### src/rtl/huff_bit_unpacker_if.sv
// Stream-side and decoder-side signals of the Huffman bit unpacker.
// The source/decoder end is the master, and the unpacker is the slave.
interface huff_bit_unpacker_if #(
    parameter int WORD_W = 32,
    parameter int WIN_W  = 16
);
    logic [WORD_W-1:0] in_data;
    logic              in_valid;
    logic              in_last;
    logic              in_ready;
    logic [WIN_W-1:0]  win;
    logic              win_valid;
    logic              cons_en;
    logic [4:0]        cons_len;
    logic [6:0]        bit_cnt;
    logic              eos;
    logic              err;
    logic              clear;

    modport master (
        output in_data, in_valid, in_last, cons_en, cons_len, clear,
        input  in_ready, win, win_valid, bit_cnt, eos, err
    );

    modport slave (
        input  in_data, in_valid, in_last, cons_en, cons_len, clear,
        output in_ready, win, win_valid, bit_cnt, eos, err
    );
endinterface

### src/rtl/huff_bit_unpacker.sv
// Receive-side bit unpacker: takes MSB-first 32-bit words and exposes a 16-bit look-ahead window.
// Each cycle the decoder retires 1..16 bits from that window.
module huff_bit_unpacker #(
    parameter int WORD_W = 32,
    parameter int WIN_W  = 16,
    parameter int BUF_W  = 64
) (
    input  logic                clk,
    input  logic                rst,
    huff_bit_unpacker_if.slave  bus
);
    typedef enum logic [1:0] {
        S_IDLE,
        S_STREAM,
        S_DRAIN,
        S_DONE
    } state_t;

    localparam logic [6:0] WIN_LEN   = 7'(WIN_W);
    localparam logic [6:0] WORD_LEN  = 7'(WORD_W);
    localparam logic [6:0] READY_MAX = 7'(BUF_W - WORD_W);

    state_t           r_state;
    logic [BUF_W-1:0] r_buf;
    logic [6:0]       r_bit_cnt;
    logic             r_err;

    logic             w_in_ready;
    logic             w_win_valid;
    logic             w_accept;
    logic [6:0]       w_len;
    logic             w_cons_ok;
    logic             w_cons_bad;
    logic [BUF_W-1:0] w_buf_shift;
    logic [BUF_W-1:0] w_word_pos;
    logic [BUF_W-1:0] w_buf_next;
    logic [6:0]       w_cnt_shift;
    logic [6:0]       w_cnt_next;

    // Ready and window-valid come from registers only, so there is no path from cons_en to in_ready.
    assign w_in_ready  = (r_state == S_STREAM) && (r_bit_cnt <= READY_MAX);
    assign w_win_valid = (r_bit_cnt >= WIN_LEN) || ((r_state == S_DRAIN) && (r_bit_cnt != 7'd0));
    assign w_accept    = bus.in_valid && w_in_ready;

    assign w_len      = {2'b00, bus.cons_len};
    assign w_cons_ok  = bus.cons_en && w_win_valid && (w_len != 7'd0) &&
                        (w_len <= WIN_LEN) && (w_len <= r_bit_cnt);
    assign w_cons_bad = bus.cons_en && !w_cons_ok;

    // Shift out the consumed bits first, then place the new word just below what is left.
    always_comb begin
        // NOTE: every signal gets a default before the conditional updates so no latch is inferred.
        w_buf_shift = r_buf;
        w_cnt_shift = r_bit_cnt;
        if (w_cons_ok) begin
            w_buf_shift = r_buf << w_len;
            w_cnt_shift = r_bit_cnt - w_len;
        end
        w_word_pos = {bus.in_data, {(BUF_W-WORD_W){1'b0}}} >> w_cnt_shift;
        w_buf_next = w_buf_shift;
        w_cnt_next = w_cnt_shift;
        if (w_accept) begin
            w_buf_next = w_buf_shift | w_word_pos;
            w_cnt_next = w_cnt_shift + WORD_LEN;
        end
    end

    always_ff @(posedge clk or posedge rst) begin
        if (rst) begin
            // NOTE: the buffer is reset and cleared because win reads it directly, and bits beyond bit_cnt must read 0.
            r_state   <= S_IDLE;
            r_buf     <= '0;
            r_bit_cnt <= '0;
            r_err     <= 1'b0;
        end else if (bus.clear) begin
            r_state   <= S_STREAM;
            r_buf     <= '0;
            r_bit_cnt <= '0;
            r_err     <= 1'b0;
        end else begin
            // NOTE: sequential state uses non-blocking assignments only.
            r_buf     <= w_buf_next;
            r_bit_cnt <= w_cnt_next;
            if (w_cons_bad) begin
                r_err <= 1'b1;
            end
            case (r_state)
                S_IDLE:   r_state <= S_STREAM;
                S_STREAM: if (w_accept && bus.in_last) r_state <= S_DRAIN;
                S_DRAIN:  if (w_cnt_next == 7'd0) r_state <= S_DONE;
                default:  r_state <= r_state;
            endcase
        end
    end

    assign bus.in_ready  = w_in_ready;
    assign bus.win       = r_buf[BUF_W-1 -: WIN_W];
    assign bus.win_valid = w_win_valid;
    assign bus.bit_cnt   = r_bit_cnt;
    assign bus.eos       = (r_state == S_DONE);
    assign bus.err       = r_err;
endmodule

### src/flat_wrapper.sv
// flat-port wrapper written by rule: the top's interface ports become plain ports
module huff_bit_unpacker_flat 
#(
    parameter int WORD_W = 32,
    parameter int WIN_W  = 16,
    parameter int BUF_W  = 64
)
  (clk, rst, bus_in_data, bus_in_valid, bus_in_last, bus_cons_en, bus_cons_len, bus_clear, bus_in_ready, bus_win, bus_win_valid, bus_bit_cnt, bus_eos, bus_err);
  huff_bit_unpacker_if #(.WORD_W(WORD_W), .WIN_W(WIN_W)) bus_i ();
  input  logic clk;
  input  logic rst;
  input wire logic [$bits(bus_i.in_data)-1:0] bus_in_data;
  input wire logic [$bits(bus_i.in_valid)-1:0] bus_in_valid;
  input wire logic [$bits(bus_i.in_last)-1:0] bus_in_last;
  input wire logic [$bits(bus_i.cons_en)-1:0] bus_cons_en;
  input wire logic [$bits(bus_i.cons_len)-1:0] bus_cons_len;
  input wire logic [$bits(bus_i.clear)-1:0] bus_clear;
  output wire logic [$bits(bus_i.in_ready)-1:0] bus_in_ready;
  output wire logic [$bits(bus_i.win)-1:0] bus_win;
  output wire logic [$bits(bus_i.win_valid)-1:0] bus_win_valid;
  output wire logic [$bits(bus_i.bit_cnt)-1:0] bus_bit_cnt;
  output wire logic [$bits(bus_i.eos)-1:0] bus_eos;
  output wire logic [$bits(bus_i.err)-1:0] bus_err;
  assign bus_i.in_data = bus_in_data;
  assign bus_i.in_valid = bus_in_valid;
  assign bus_i.in_last = bus_in_last;
  assign bus_i.cons_en = bus_cons_en;
  assign bus_i.cons_len = bus_cons_len;
  assign bus_i.clear = bus_clear;
  assign bus_in_ready = bus_i.in_ready;
  assign bus_win = bus_i.win;
  assign bus_win_valid = bus_i.win_valid;
  assign bus_bit_cnt = bus_i.bit_cnt;
  assign bus_eos = bus_i.eos;
  assign bus_err = bus_i.err;
  huff_bit_unpacker #(.WORD_W(WORD_W), .WIN_W(WIN_W), .BUF_W(BUF_W)) u_core (.clk(clk), .rst(rst), .bus(bus_i));
endmodule
### config.mk
export PLATFORM = sky130hd
export DESIGN_NAME = huff_bit_unpacker_flat
export DESIGN_NICKNAME = d
export VERILOG_FILES = /design/src/rtl/huff_bit_unpacker_if.sv /design/src/rtl/huff_bit_unpacker.sv /design/src/flat_wrapper.sv
export SDC_FILE = /design/constraint.sdc
export NUM_CORES = 1
export LEC_CHECK = 0
export BUFFER_PORTS_ARGS = -buffer_cell sky130_fd_sc_hd__clkbuf_2
export CORE_MARGIN = 8
export CORE_UTILIZATION = 58
export CTS_CLUSTER_DIAMETER = 30
export DETAILED_ROUTE_END_ITERATION = 10
export PLACE_DENSITY = 0.75
export SETUP_SLACK_MARGIN = 0.3
export SLEW_MARGIN = 20
export SYNTH_ARGS = -nofsm -noshare
export SYNTH_HDL_FRONTEND = slang
export SYNTH_SLANG_ARGS = --single-unit
export TNS_END_PERCENT = 100
### constraint.sdc
create_clock -name clk -period 10.3 [get_ports clk]
set_input_delay 2.06 -clock clk [delete_from_list [all_inputs] [get_ports clk]]
set_output_delay 2.06 -clock clk [all_outputs]
set_load 0.01 [all_outputs]
==> run_results.csv <==
group,metric,value,unit
setup_path,critPathSlowestCell,"mux2i_4",
clocking,cts_max_level,3,
sta,rsz0062_at_grt,"false",
drt,vias,11400,
die,die_y,148,um
setup_path,start_kind,"input port",
finish,multi_input_area,7510,um2
setup_path,worstSetupEndpointType,"flip-flop",
power,p_leak,4.42,nW
logic_synthesis,synth_cell_type_count,81,
setup_path,regToRegSetupSlack,4.87,ns
grt,overflow,0,
logic_synthesis,synth_top_area_share,18.4,%
die,io_pins,70,
logic_synthesis,async_flop_share,100,%
clocking,post-cts-setup-buffer-count,0,
sta,hold_viol,0,
drt,drtIter0Drc,2045,
grt,grt_usage,36.6,%
flow_run,drv_cap,0,
finish,fillers,1638,
grt,antenna_found_initial,0,
clocking,cts_tree,"yes",
die,initial_utilization,58.6,%
logic_synthesis,netlist.top_cell.by_area,"dfrtp_1",
die,dieWidth,148,um
power,cellPowerDensity,203,nW/um2
clocking,clk_pin_slew,0.06,ns
sta,finalClockSkew,0.00994,ns
power,irDropWorstVdd,0.000117,V
logic_synthesis,synthTopCellsByArea,"dfrtp_1 (18%), nand2_1 (11%), mux4_2 (11%)",
placement,place_area,10200,um2
sta,period_minus_slack,7.18,ns
worst_hold_path,hp-class,"reg -> reg",
setup_path,crit_arrival,7.44,ns
placement,portBuffers,69,
setup_path,required,10.56,ns
finish,area.growth.synth_to_final,4.77,%
sta,final.setup.tns,0,ns
finish,fin_nets,1369,
logic_synthesis,synth.yosys.seq_area_share,18.4,%
logic_synthesis,yosys-top-cells-count,"nand2_1 (285), nor2_1 (145), a21oi_1 (85)",
sta,finalSetupViolCount,0,
drt,drt_wl_total,40600,um
clocking,cts_resized,0,
logic_synthesis,synth-main-ff-cell,"dfrtp_1",
finish,antenna_cells,0,
drt,drt-vias-per-instance,7.40,
setup_path,worstPathCellList,"clkbuf_2, buf_4, inv_2, ha_1, nand3_1, o211a_2, nor2_4, buf_4, mux2i_4, nand2_1, nor2_2, a22oi_1, a21oi_1",
sta,post-route-period-util,69.7,%
placement,gp_congestion,1.07,
sta,maxSlewViolCount,0,
finish,seq_area,1850,um2
setup_path,critPathMaxFanout,54,
logic_synthesis,synth_fp_nets,1405,
logic_synthesis,syn_inst,1351,
logic_synthesis,yosysWarnings,0,
placement,place_hpwl,29900,um
clocking,clk_path_buf_depth,2,
grt,grt_pass1_vias,10800,
clocking,clock_latency,0.35,ns
die,rows,48,
sta,max_freq,139,MHz
drt,first_pass_iters,6,
clocking,numCtsBuffers,9,
logic_synthesis,yosysMostFrequentCell,"nand2_1",
logic_synthesis,ys_ff_latch,74,
logic_synthesis,avgSynthCellArea,7.43,um2
die,dieArea,21800,um2
finish,drive_gt1_share,14.8,%
clocking,holdBufCountCts,0,
drt,remaining_drc_errors,0,
drt,wire_per_inst,26.3,um
grt,grt_pass1_wl,63100,um
clocking,root_buffer,"clkbuf_16",
status,status,"finished, final reports clean",
setup_path,cpMostUsedCell,"buf_4",
logic_synthesis,synth_edf_count,0,
sta,tightestPinTransition,1.04,ns
grt,grt_max_degree,78,
sta,slew_headroom,29.0,%
clocking,clock-sinks,74,
logic_synthesis,synthesis.area,10000,um2
setup_path,cpPeakStageDelay,0.95,ns
finish,design_area,10500,um2
drt,ant_nets,0,
die,core,17100,um2
setup_path,crit_type,"in -> reg",
## report_power, final
part	total [W]	switching, W	internal, W	leakage, nW
combinational	0.00129	0.000826	0.000462	3.28
sequential	0.000541	0.000164	0.000377	1.00
clock	0.000302	0.000135	0.000168	0.134
## metrics by stage
| stage | utilization [%] | setup WS, ns | total power [W] | hold slack, ns | cells |
|---|---|---|---|---|---|
| 5_1_grt | 61.4 | 2.81 | 0.00222 | 0.570 | 1544 |
| 4_1_cts | 61.3 | 3.01 | 0.00207 | 0.523 | 1543 |
| 6_report | 61.4 | 3.12 | 0.00213 | 0.520 | 1544 |
| 2_1_floorplan | - | 4.27 | 0.00137 | 0.513 | 1351 |
| 3_5_place_dp | 59.7 | 2.72 | 0.00177 | 0.509 | 1528 |
| 3_3_place_gp | 59.7 | 2.78 | 0.00176 | 0.483 | 1528 |
## layout make-up
cell class | count | share of cell area (%)
multi-input cells | 1123 | 71.4
flip-flops and latches | 74 | 17.6
repair buffers | 93 | 5.21
well taps | 225 | 2.68
clock buffers | 10 | 2.27
inverters | 14 | 0.500
clock inverters | 5 | 0.297
## metal layers
metal,global-route usage (%),share of wire [%],vias up
met1,48.8,38,5387
met2,54.2,44,885
met5,0,0,-
li1,-,-,5004
met3,8.53,13,149
met4,18.8,5.2,0
## state kept, by name (all words and copies together) (netlist names)
register,flops
u_core.bus.bit_cnt,7
u_core.bus.err,1
u_core.r_buf,64
u_core.r_state,2
## cell families after synthesis
logic type | Yosys count | share of synthesized area (%)
simple gates | 512 | 21.0
buf+inv | 154 | 6.94
fa+ha+maj | 11 | 1.45
flops | 74 | 18.4
compound gates | 453 | 31.5
mux | 140 | 20.1
xor+xnor | 7 | 0.611
## path summary, 6_finish.rpt
| check | from | end | depth (start not counted) |
|---|---|---|---|
| min in group asynchronous | rst | u_core.bus.err$_DFFE_PP0P_ | 3 |
| max in group asynchronous | rst | u_core.r_buf[18]$_DFF_PP0_ | 4 |
| worst min register to register | u_core.bus.err$_DFFE_PP0P_ | u_core.bus.err$_DFFE_PP0P_ | 2 |
| worst min-delay path | u_core.bus.err$_DFFE_PP0P_ | u_core.bus.err$_DFFE_PP0P_ | 2 |
| worst max register to register | u_core.bus.bit_cnt[0]$_DFF_PP0_ | u_core.r_buf[63]$_DFF_PP0_ | 15 |
| worst max-delay path | bus_cons_len[2] | u_core.r_buf[63]$_DFF_PP0_ | 13 |
## cell usage in the layout, fill, tap and decap left out, types with 4 or more instances in the layout
master       n
o22a_1       4
dfrtp_1     74
o22ai_1     15
nand2b_1     6
a221o_1      4
xnor2_1      5
mux2i_1     75
a221oi_1    19
clkbuf_16    9
nand3_1     16
a211oi_1    48
and2_1       4
buf_4       24
o21ai_1      9
inv_1       11
o21a_1      10
a22oi_1     52
o221ai_1    14
o211ai_1    11
a21o_1      11
ha_1        10
nor2_1     144
o31ai_1      6
clkbuf_2    68
nor3_1      30
o21ai_0     67
o32ai_1     12
a31oi_1     19
a21oi_1     85
nor2b_1      4
or3_1        4
mux2_2      14
nand2_1    285
mux4_2      47
a311oi_1    26
## worst max-delay path: cells and delay by family
kind / cells / cell delay (ns)
compound gates: 3 / 0.87
fa+ha+maj: 1 / 0.54
buf+inv: 4 / 1.63
simple gates: 4 / 1.32
mux: 1 / 0.95
Power figures use the tool's default switching activity.
